## src/rtl/meduram_read_collector.sv

```systemverilog
// Per-read-agent collector: aligns the accounter's bank select to the RAM latency, picks the bank word, queues it in an FWFT FIFO.
// Latency: rden in cycle T -> rdvalid at T+RAM_LATENCY+1 at the earliest; one word per cycle sustained.
// Backpressure: rdready stalls the FIFO head; rdaccept withholds credits so in-flight reads always fit.
// Optional sticky protocol-error detection is built when MEDURAM_RD_OVERFLOW_CHECK_EN is defined.
module meduram_read_collector #(
    parameter int ADDR_WIDTH      = 8,
    parameter int DATA_WIDTH      = 8,
    parameter int NB_WRAGENT      = 2,
    parameter int NB_RDAGENT      = 2,
    parameter int WRITE_COLLISION = 1,
    parameter int SELECT_WIDTH    = (NB_WRAGENT == 1 ? 1 : $clog2(NB_WRAGENT)) + WRITE_COLLISION,
    parameter int RAM_LATENCY     = 1,
    parameter int FIFO_DEPTH      = 4
) (
    input  logic                                       aclk,
    input  logic                                       aresetn,
    input  logic [NB_RDAGENT-1:0]                      rden,
    input  logic [NB_RDAGENT*SELECT_WIDTH-1:0]         bank_select,
    input  logic [NB_RDAGENT*NB_WRAGENT*DATA_WIDTH-1:0] bank_rddata,
    output logic [NB_RDAGENT-1:0]                      rdaccept,
    output logic [NB_RDAGENT-1:0]                      rdvalid,
    input  logic [NB_RDAGENT-1:0]                      rdready,
    output logic [NB_RDAGENT*DATA_WIDTH-1:0]           rddata,
    output logic [NB_RDAGENT-1:0]                      rdcollision,
    output logic [NB_RDAGENT-1:0]                      rd_overflow
);

    localparam int IDXW = SELECT_WIDTH - WRITE_COLLISION;
    localparam int CW   = $clog2(FIFO_DEPTH + RAM_LATENCY + 1);
    localparam int PW   = $clog2(FIFO_DEPTH);

    if (ADDR_WIDTH < 1) begin : g_bad_addr
        $error("ADDR_WIDTH must be at least 1");
    end
    if (RAM_LATENCY < 1 || RAM_LATENCY > 4) begin : g_bad_lat
        $error("RAM_LATENCY must be in 1..4");
    end
    if (FIFO_DEPTH < 2 || (FIFO_DEPTH & (FIFO_DEPTH - 1)) != 0) begin : g_bad_depth
        $error("FIFO_DEPTH must be a power of 2 and at least 2");
    end

    for (genvar i = 0; i < NB_RDAGENT; i++) begin : g_agent
        logic [RAM_LATENCY-1:0]  pipe_vld;
        logic [SELECT_WIDTH-1:0] pipe_sel [RAM_LATENCY];
        logic [SELECT_WIDTH-1:0] last_sel;
        logic [IDXW-1:0]         idx;
        logic [DATA_WIDTH-1:0]   push_dat;
        logic                    push_col;
        logic [CW-1:0]           inflight;
        logic [CW-1:0]           occ;
        logic [PW-1:0]           wr_ptr;
        logic [PW-1:0]           rd_ptr;
        logic [DATA_WIDTH:0]     mem [FIFO_DEPTH];
        logic                    full;
        logic                    head_vld;
        logic                    push;
        logic                    pop;

        always_ff @(posedge aclk or negedge aresetn) begin
            if (!aresetn) begin
                pipe_vld <= '0;
                for (int k = 0; k < RAM_LATENCY; k++) pipe_sel[k] <= '0;
            end else begin
                pipe_vld[0] <= rden[i];
                pipe_sel[0] <= bank_select[i*SELECT_WIDTH +: SELECT_WIDTH];
                for (int k = 1; k < RAM_LATENCY; k++) begin
                    pipe_vld[k] <= pipe_vld[k-1];
                    pipe_sel[k] <= pipe_sel[k-1];
                end
            end
        end

        assign last_sel = pipe_sel[RAM_LATENCY-1];
        assign idx      = last_sel[IDXW-1:0];

        // Out-of-range bank indices read as zero rather than aliasing a real bank.
        always_comb begin
            push_dat = '0;
            for (int w = 0; w < NB_WRAGENT; w++) begin
                if (int'(idx) == w) begin
                    push_dat = bank_rddata[(i*NB_WRAGENT + w)*DATA_WIDTH +: DATA_WIDTH];
                end
            end
        end

        if (WRITE_COLLISION != 0) begin : g_col
            assign push_col = last_sel[SELECT_WIDTH-1];
        end else begin : g_nocol
            assign push_col = 1'b0;
        end

        always_comb begin
            inflight = '0;
            for (int k = 0; k < RAM_LATENCY; k++) begin
                inflight = inflight + CW'(pipe_vld[k]);
            end
        end

        assign full     = (occ == CW'(FIFO_DEPTH));
        assign head_vld = (occ != '0);
        assign push     = pipe_vld[RAM_LATENCY-1] & ~full;
        assign pop      = head_vld & rdready[i];

        always_ff @(posedge aclk or negedge aresetn) begin
            if (!aresetn) begin
                occ    <= '0;
                wr_ptr <= '0;
                rd_ptr <= '0;
                for (int k = 0; k < FIFO_DEPTH; k++) mem[k] <= '0;
            end else begin
                if (push) begin
                    mem[wr_ptr] <= {push_col, push_dat};
                    wr_ptr      <= wr_ptr + PW'(1);
                end
                if (pop) begin
                    rd_ptr <= rd_ptr + PW'(1);
                end
                occ <= occ + CW'(push) - CW'(pop);
            end
        end

        // Credits count queued words plus reads still travelling the align pipeline.
        assign rdaccept[i] = (occ + inflight) < CW'(FIFO_DEPTH);
        assign rdvalid[i]  = head_vld;
        assign rddata[i*DATA_WIDTH +: DATA_WIDTH] = mem[rd_ptr][DATA_WIDTH-1:0];
        assign rdcollision[i] = mem[rd_ptr][DATA_WIDTH];

`ifdef MEDURAM_RD_OVERFLOW_CHECK_EN
        logic ovf;
        always_ff @(posedge aclk or negedge aresetn) begin
            if (!aresetn) begin
                ovf <= 1'b0;
            end else if (rden[i] & ~rdaccept[i]) begin
                ovf <= 1'b1;
            end
        end
        assign rd_overflow[i] = ovf;
`else
        assign rd_overflow[i] = 1'b0;
`endif
    end

endmodule

```

## config.mk

```make
export PLATFORM = sky130hd
export DESIGN_NAME = meduram_read_collector
export DESIGN_NICKNAME = d
export VERILOG_FILES = /design/src/rtl/meduram_read_collector.sv
export SDC_FILE = /design/constraint.sdc
export NUM_CORES = 1
export LEC_CHECK = 0
export CAP_MARGIN = 20
export CORE_MARGIN = 2
export CORE_UTILIZATION = 43
export CTS_BUF_LIST = sky130_fd_sc_hd__clkbuf_16
export DETAILED_ROUTE_END_ITERATION = 10
export GPL_TIMING_DRIVEN = 0
export PLACE_DENSITY = 0.75
export SYNTH_ARGS = -nofsm -noshare
export SYNTH_HDL_FRONTEND = slang
export SYNTH_SLANG_ARGS = --single-unit
```

## constraint.sdc

```tcl
create_clock -name aclk -period 2.4 [get_ports aclk]
set_clock_uncertainty 0.2 [all_clocks]
set_input_delay 0.72 -clock aclk [delete_from_list [all_inputs] [get_ports aclk]]
set_output_delay 0.72 -clock aclk [all_outputs]
set_load 0.01 [all_outputs]
```

# Yosys cells after proc, flatten, opt, wreduce, memory -nomap -nowiden
# Index checks and enable logic that the tools add are counted.
totals:
  register_bits: 92
  latchBits: 0
  mem_bits_rw: 0
  romBits: 0
  in_bits: 42
  word_cells: 66
  n_memories: 0
classes:
  n_addsub: 10
  multipliers: 0
  div_mod_pow: 0
  order_cmp: 8
  eq_ne: 2
  shift: 0
  mux: 14
  bitwise: 10
  reduce_logical: 4
ops:
  columns: ["cell", "count"]
  rows:
  - ["$bwmux W36", 2]
  - ["$mux W9", 6]
  - ["$bmux W9 S2", 2]
  - ["$demux W9 S2", 2]
  - ["$mux W8", 2]
  - ["$add A3 B1 Y3", 4]
  - ["$ge A3 B3 Y1 const B", 4]
  - ["$not A2 Y3", 4]
  - ["$add A2 B1 Y2 const B", 4]
  - ["$eq A3 B3 Y1 const B", 2]
  - ["$lt A3 B1 Y1 const B", 2]
  - ["$lt A3 B3 Y1 const B", 2]
  - ["$reduce_bool A3 Y1", 2]
  - ["$sub A3 B1 Y3", 2]
  - ["$and A1 B1 Y1", 4]
  - ["$logic_and A1 B1 Y1", 2]
  - ["$not A1 Y1", 2]

# Logic depth before layout (Yosys ltp)
# Gate-level depths: netlist of the first run.
logic_depth:
  ltp_word: 6
  ltp_mapped: 9
  mapped_depth_nobuf: 9

# Worst setup path before layout of the first run
# OpenSTA, ideal clock, no wires.
synth_path:
  path_kind: "flip-flop to flip-flop"
  start: "register g_agent[1].occ[1]"
  end: "register g_agent[1].occ[2]"
  setup_ps: 124
  arrival_time_ps: 2053
  t_required_ps: 2076
  setup_slack_ps: 22
  path_stages_with_launch: 10
  path_buffers: 0
  cell_sequence: "dfrtp_1 -> or3b_1 -> nand2_1 -> ha_1 -> inv_1 -> ha_1 -> inv_1 -> fa_1 -> xnor2_1 -> xnor2_1"
synth_via:
  elab_chain_cells: 5
  word_cells_on_any_way: 7
synth_rtl:
  columns: ["element", "line_no", "source"]
  rows:
  - ["from (decl)", "50", "logic [CW-1:0] occ;"]
  - ["from (signal assigned)", "118", "occ <= occ + CW'(push) - CW'(pop);"]
  - ["$eq A3 B3 Y1", "99", "assign full = (occ == CW'(FIFO_DEPTH));"]
  - ["$not A1 Y1", "101", "assign push = pipe_vld[RAM_LATENCY-1] & ~full;"]
  - ["$and A1 B1 Y1", "101", null]
  - ["$add A3 B1 Y3", "118", null]
  - ["$sub A3 B1 Y3 *", "118", null]
# Mark *: on every way between the ends. The rest lies on a longest branch, timed or not.
# A chain may end at the register's enable or synchronous reset.

# Worst setup path in the final report of the first run
layout_path:
  start: "register g_agent[0].rd_ptr[0]"
  end: "output port rddata[6]"
layout_via:
  elab_chain_cells: 4
layout_rtl:
  columns: ["element", "line_no", "source"]
  rows:
  - ["from (decl)", "52", "logic [PW-1:0] rd_ptr;"]
  - ["from (signal assigned)", "116", "rd_ptr <= rd_ptr + PW'(1);"]
  - ["$not A2 Y3 (implied by the code)", "125", "assign rddata[i*DATA_WIDTH +: DATA_WIDTH] = mem[rd_ptr][DATA_WIDTH-1:0];"]
  - ["$bmux W9 S2", "125", null]
  - ["$mux W9 (2 in series)", null, null]
  - ["to (decl)", "23", "output logic [NB_RDAGENT*DATA_WIDTH-1:0] rddata,"]
# Every way passes these cells. The select of a mux whose other input is x is not followed.

==> results of run 1 <==
-- registers in the layout (all words and copies together) (netlist names) --
| name | count |
|---|---|
| g_agent.mem | 72 |
| g_agent.occ | 6 |
| g_agent.last_sel | 4 |
| g_agent.rd_ptr | 4 |
| g_agent.wr_ptr | 4 |
| g_agent.pipe_vld | 2 |
-- power groups by stage --
stage / Combinational [mW] / Clock (mW) / Sequential, mW
after global routing: 4.54 / 1.48 / 2.92
after detailed placement: 3.58 / 0 / 2.78
after CTS: 4.01 / 1.42 / 2.80
after global placement: 3.50 / 0 / 2.74
after floorplan: 2.46 / 0 / 2.65
final: 4.21 / 1.38 / 2.81
-- final cells by class --
cell class | count | area, sq um | area share (%)
timing repair buffer | 95 | 969.7 | 16.25
sequential | 92 | 2307 | 38.66
tap | 136 | 170.2 | 2.851
multi-input combinational | 160 | 2078 | 34.82
clock buffer | 9 | 225.2 | 3.774
buffer | 12 | 112.6 | 1.887
inverter | 10 | 37.54 | 0.6289
clock inverter | 7 | 67.56 | 1.132
-- metal layers --
layer | global-route usage [%] | vias to the layer above | wire, microns
li1 | - | 1191 | -
met1 | 19.43 | 1308 | 3532
met2 | 27.56 | 57 | 4269
met3 | 2.721 | 8 | 304
met4 | 5.075 | 0 | 75
met5 | 0 | - | 0
-- logic make-up (layout without fill, tap and decap cells) --
group	after synthesis	in the layout	synth area share, %
mux	108	108	35.01
simple gates	22	22	2.875
xor+xnor	12	12	2.368
fa+ha+maj	14	14	4.284
other cells	1	2	0.08447
compound gates	2	2	0.4228
flops	92	92	51.86
buf+inv	24	133	3.101
-- worst max-delay path: cells and delay by family, from the launching register on --
family / cells / cell delay, ns
muxes: 1 / 0.42
buffers and inverters: 4 / 0.52
DFF: 1 / 0.40
-- Yosys cell counts --
cell type  instances  area, sq um
ha_1              12        150.1
conb_1             1        3.750
dfrtp_1           92         2302
xor2_1             4        35.03
mux2_2            54        608.1
buf_4              4        30.03
or3b_1             1        8.760
buf_2              2        10.01
mux2_4            36        540.5
inv_1             10        37.54
or3_1              1        6.260
mux4_2            18        405.4
nand2_1            7        26.28
clkbuf_1           2        7.510
o31a_1             1        8.760
xnor2_1            8        70.07
o31a_2             1        10.01
buf_1              2        7.510
buf_6              4        45.04
or3_2              1        7.510
nor3b_2            1        12.51
nand2b_1           1        6.260
fa_1               2        40.04
and3_1             4        25.02
nand3_1            2        10.01
nor2_2             4        25.02
-- how the worst min path moves through the flow --
stage                                             endpoint  depth (start not counted)                            from  slack (ns)
after floorplan           g_agent[0].last_sel[0]$_DFF_PN0_                          0                         aresetn        0.22
after global placement      g_agent[0].mem[18]$_DFFE_PN0P_                          1  g_agent[0].mem[18]$_DFFE_PN0P_        0.28
after detailed placement    g_agent[0].mem[16]$_DFFE_PN0P_                          1  g_agent[0].mem[16]$_DFFE_PN0P_        0.29
after CTS                   g_agent[0].mem[28]$_DFFE_PN0P_                          1                         aresetn        0.11
after global routing        g_agent[0].mem[29]$_DFFE_PN0P_                          1                         aresetn        0.12
final                       g_agent[0].mem[28]$_DFFE_PN0P_                          1                         aresetn        0.10
-- cells in the final DEF, fill, tap and decap left out, drive strengths merged --
master	Yosys	layout
dlymetal6s2s	0	1
nand2b	1	1
dfrtp	92	92
nor3b	1	1
or3	2	2
ha	12	12
nor2	4	4
clkinv	0	3
dlygate4sd2	0	2
clkdlybuf4s50	0	38
mux4	18	18
or3b	1	1
bufinv	0	1
mux2	90	90
nand2	7	7
o31a	2	2
inv	10	12
conb	1	2
clkinvlp	0	1
fa	2	2
xor2	4	4
nand3	2	2
xnor2	8	8
and3	4	4
buf	12	64
clkbuf	2	9
clkdlybuf4s15	0	2
-- stage by stage --
stage / setup TNS, ns / area [sq um] / total power [mW] / std cells
finish: -2.106 / 5968 / 8.399 / 521
floorplan: 0 / 4443 / 5.108 / 276
global route: -2.989 / 5968 / 8.934 / 521
global placement: -266.48 / 5244 / 6.240 / 475
CTS: -2.222 / 5851 / 8.234 / 517
detailed placement: -5.988 / 5269 / 6.365 / 476
-- what timing repair did --
item,4_1_cts,5_1_grt
endpoints found under the hold margin,0,0
endpoints found under the setup margin,24,22
pin swaps,8,8
setup buffers,27,5
resized for setup,119,20
==> results.py, run 1 <==
metrics = {
    "run_status": {
        "outcome": "complete, but fails checks",
        "violations": "setup timing",
    },
    "final_layout": {
        "fin_util_pct": 58.60,
        "fill_cells": 792,
        "nets": 436,
        "antennaDiodeCount": 0,
        "drive_gt1_share_pct": 53.77,
        "area_delta_synth_final_pct": 34.44,
    },
    "setup_path": {
        "crit_end": "rddata[6]",
        "end_kind": "output port",
        "cp_cell_sequence": "buf_8 -> buf_12 -> buf_12 -> mux4_2 -> buf_6",
        "arrival_ns": 1.67,
        "max_stage_delay_ns": 0.42,
        "crit_start": "g_agent[0].rd_ptr[0]$_DFFE_PN0P_",
        "worstReg2RegEnd": "g_agent[1].occ[2]$_DFF_PN0_",
        "start_kind": "register",
        "r2r_cells": 10,
        "crit_type": "reg2out",
        "slowest_stage": "mux4_2",
        "path_max_fanout": 6,
        "cp.required_ns": 1.48,
        "timing.rr.start": "g_agent[1].occ[1]$_DFF_PN0_",
        "rrSetupSlack_ns": 0.05,
        "crit_top_cell": "buf_12",
    },
    "global_route": {
        "grt_pass1_wl_microns": 13680,
        "grt_pass1_vias": 2791,
        "antenna_found_initial": 0,
        "overflow": 0,
        "grtUsageTotal_pct": 15.60,
        "grt_max_degree": 67,
    },
    "sta": {
        "period_share_pct": 108.0,
        "fmax_mhz": 385.7,
        "finalWorstSetupSlack_ns": -0.1926,
        "maxSlewHeadroom_pct": 61.75,
        "rsz0062_at_grt": "true",
        "setup_violations": 17,
        "drv_slew": 0,
        "hold_viol": 0,
        "whs_ns": 0.1038,
        "tightest_slew_ns": 0.5732,
        "min_period_ns": 2.593,
    },
    "clocking": {
        "cts_htree_levels": 3,
        "cts-buffers-inserted": 9,
        "clk_pin_slew_ns": 0.06,
        "root_buffer": "clkbuf_16",
        "cts_max_path_buffers": 2,
        "insertion_delay_ns": 0.33,
        "numClockSinks": 92,
        "hold_buffers": 0,
        "cts_tree": "built",
    },
    "place": {
        "dpl.hpwl_microns": 5296,
        "pre_cts_ws_ns": -0.4179,
        "place_congestion": 0.7251,
        "io_buffers": 63,
    },
    "floorplanning": {
        "core.rowCount": 37,
        "core_sq_um": 10180,
        "ios": 66,
        "fp.dieArea_sq_um": 11150,
        "initial_utilization_pct": 43.59,
        "die_x_microns": 105.6,
        "chipHeight_microns": 105.6,
    },
    "drt": {
        "vias": 2564,
        "routed_via_density": 4.921,
        "drt-initial-drc-count": 60,
        "detail-route-antenna-nets": 0,
        "drt-wirelength-per-cell_microns": 15.71,
        "wirelength_microns": 8183,
        "drcViolationCount": 0,
        "first_pass_iters": 3,
    },
    "power": {
        "power_density_nw_per_um2": 1407,
        "cellLeakagePower_nw": 2.623,
        "clockPowerShare_pct": 16.4,
        "seqPwrFrac_pct": 33.5,
        "comb_power_share_pct": 50.1,
        "intPower_mw": 5.905,
        "p_sw_mw": 2.494,
        "swShare_pct": 29.69,
        "ir_drop_mv": 0.6762,
    },
    "yosys": {
        "ys_ff_latch": 92,
        "syn_avg_cell_area_sq_um": 16.14,
        "yosysSeqAreaShare_pct": 51.86,
        "netlist_instances": 275,
        "ys_types": 26,
        "synthesis.area_sq_um": 4439,
        "yosysWarnings": 0,
    },
    "worst_hold_path": {
        "hold_path.class": "in2async",
    },
    "job": {
        "maxCapViolations": 0,
    },
}
Power figures use the tool's default switching activity.
==> inputs of run 2 (changes only) <==
--- a/config.mk
+++ b/config.mk
@@ -9,6 +9,7 @@
 export CORE_MARGIN = 2
 export CORE_UTILIZATION = 43
 export CTS_BUF_LIST = sky130_fd_sc_hd__clkbuf_16
+export CTS_CLUSTER_DIAMETER = 120
 export DETAILED_ROUTE_END_ITERATION = 10
 export GPL_TIMING_DRIVEN = 0
 export PLACE_DENSITY = 0.75
==> results of run 2 <==
Same layout as run 1: the final DEF is identical, and so are final timing and power.
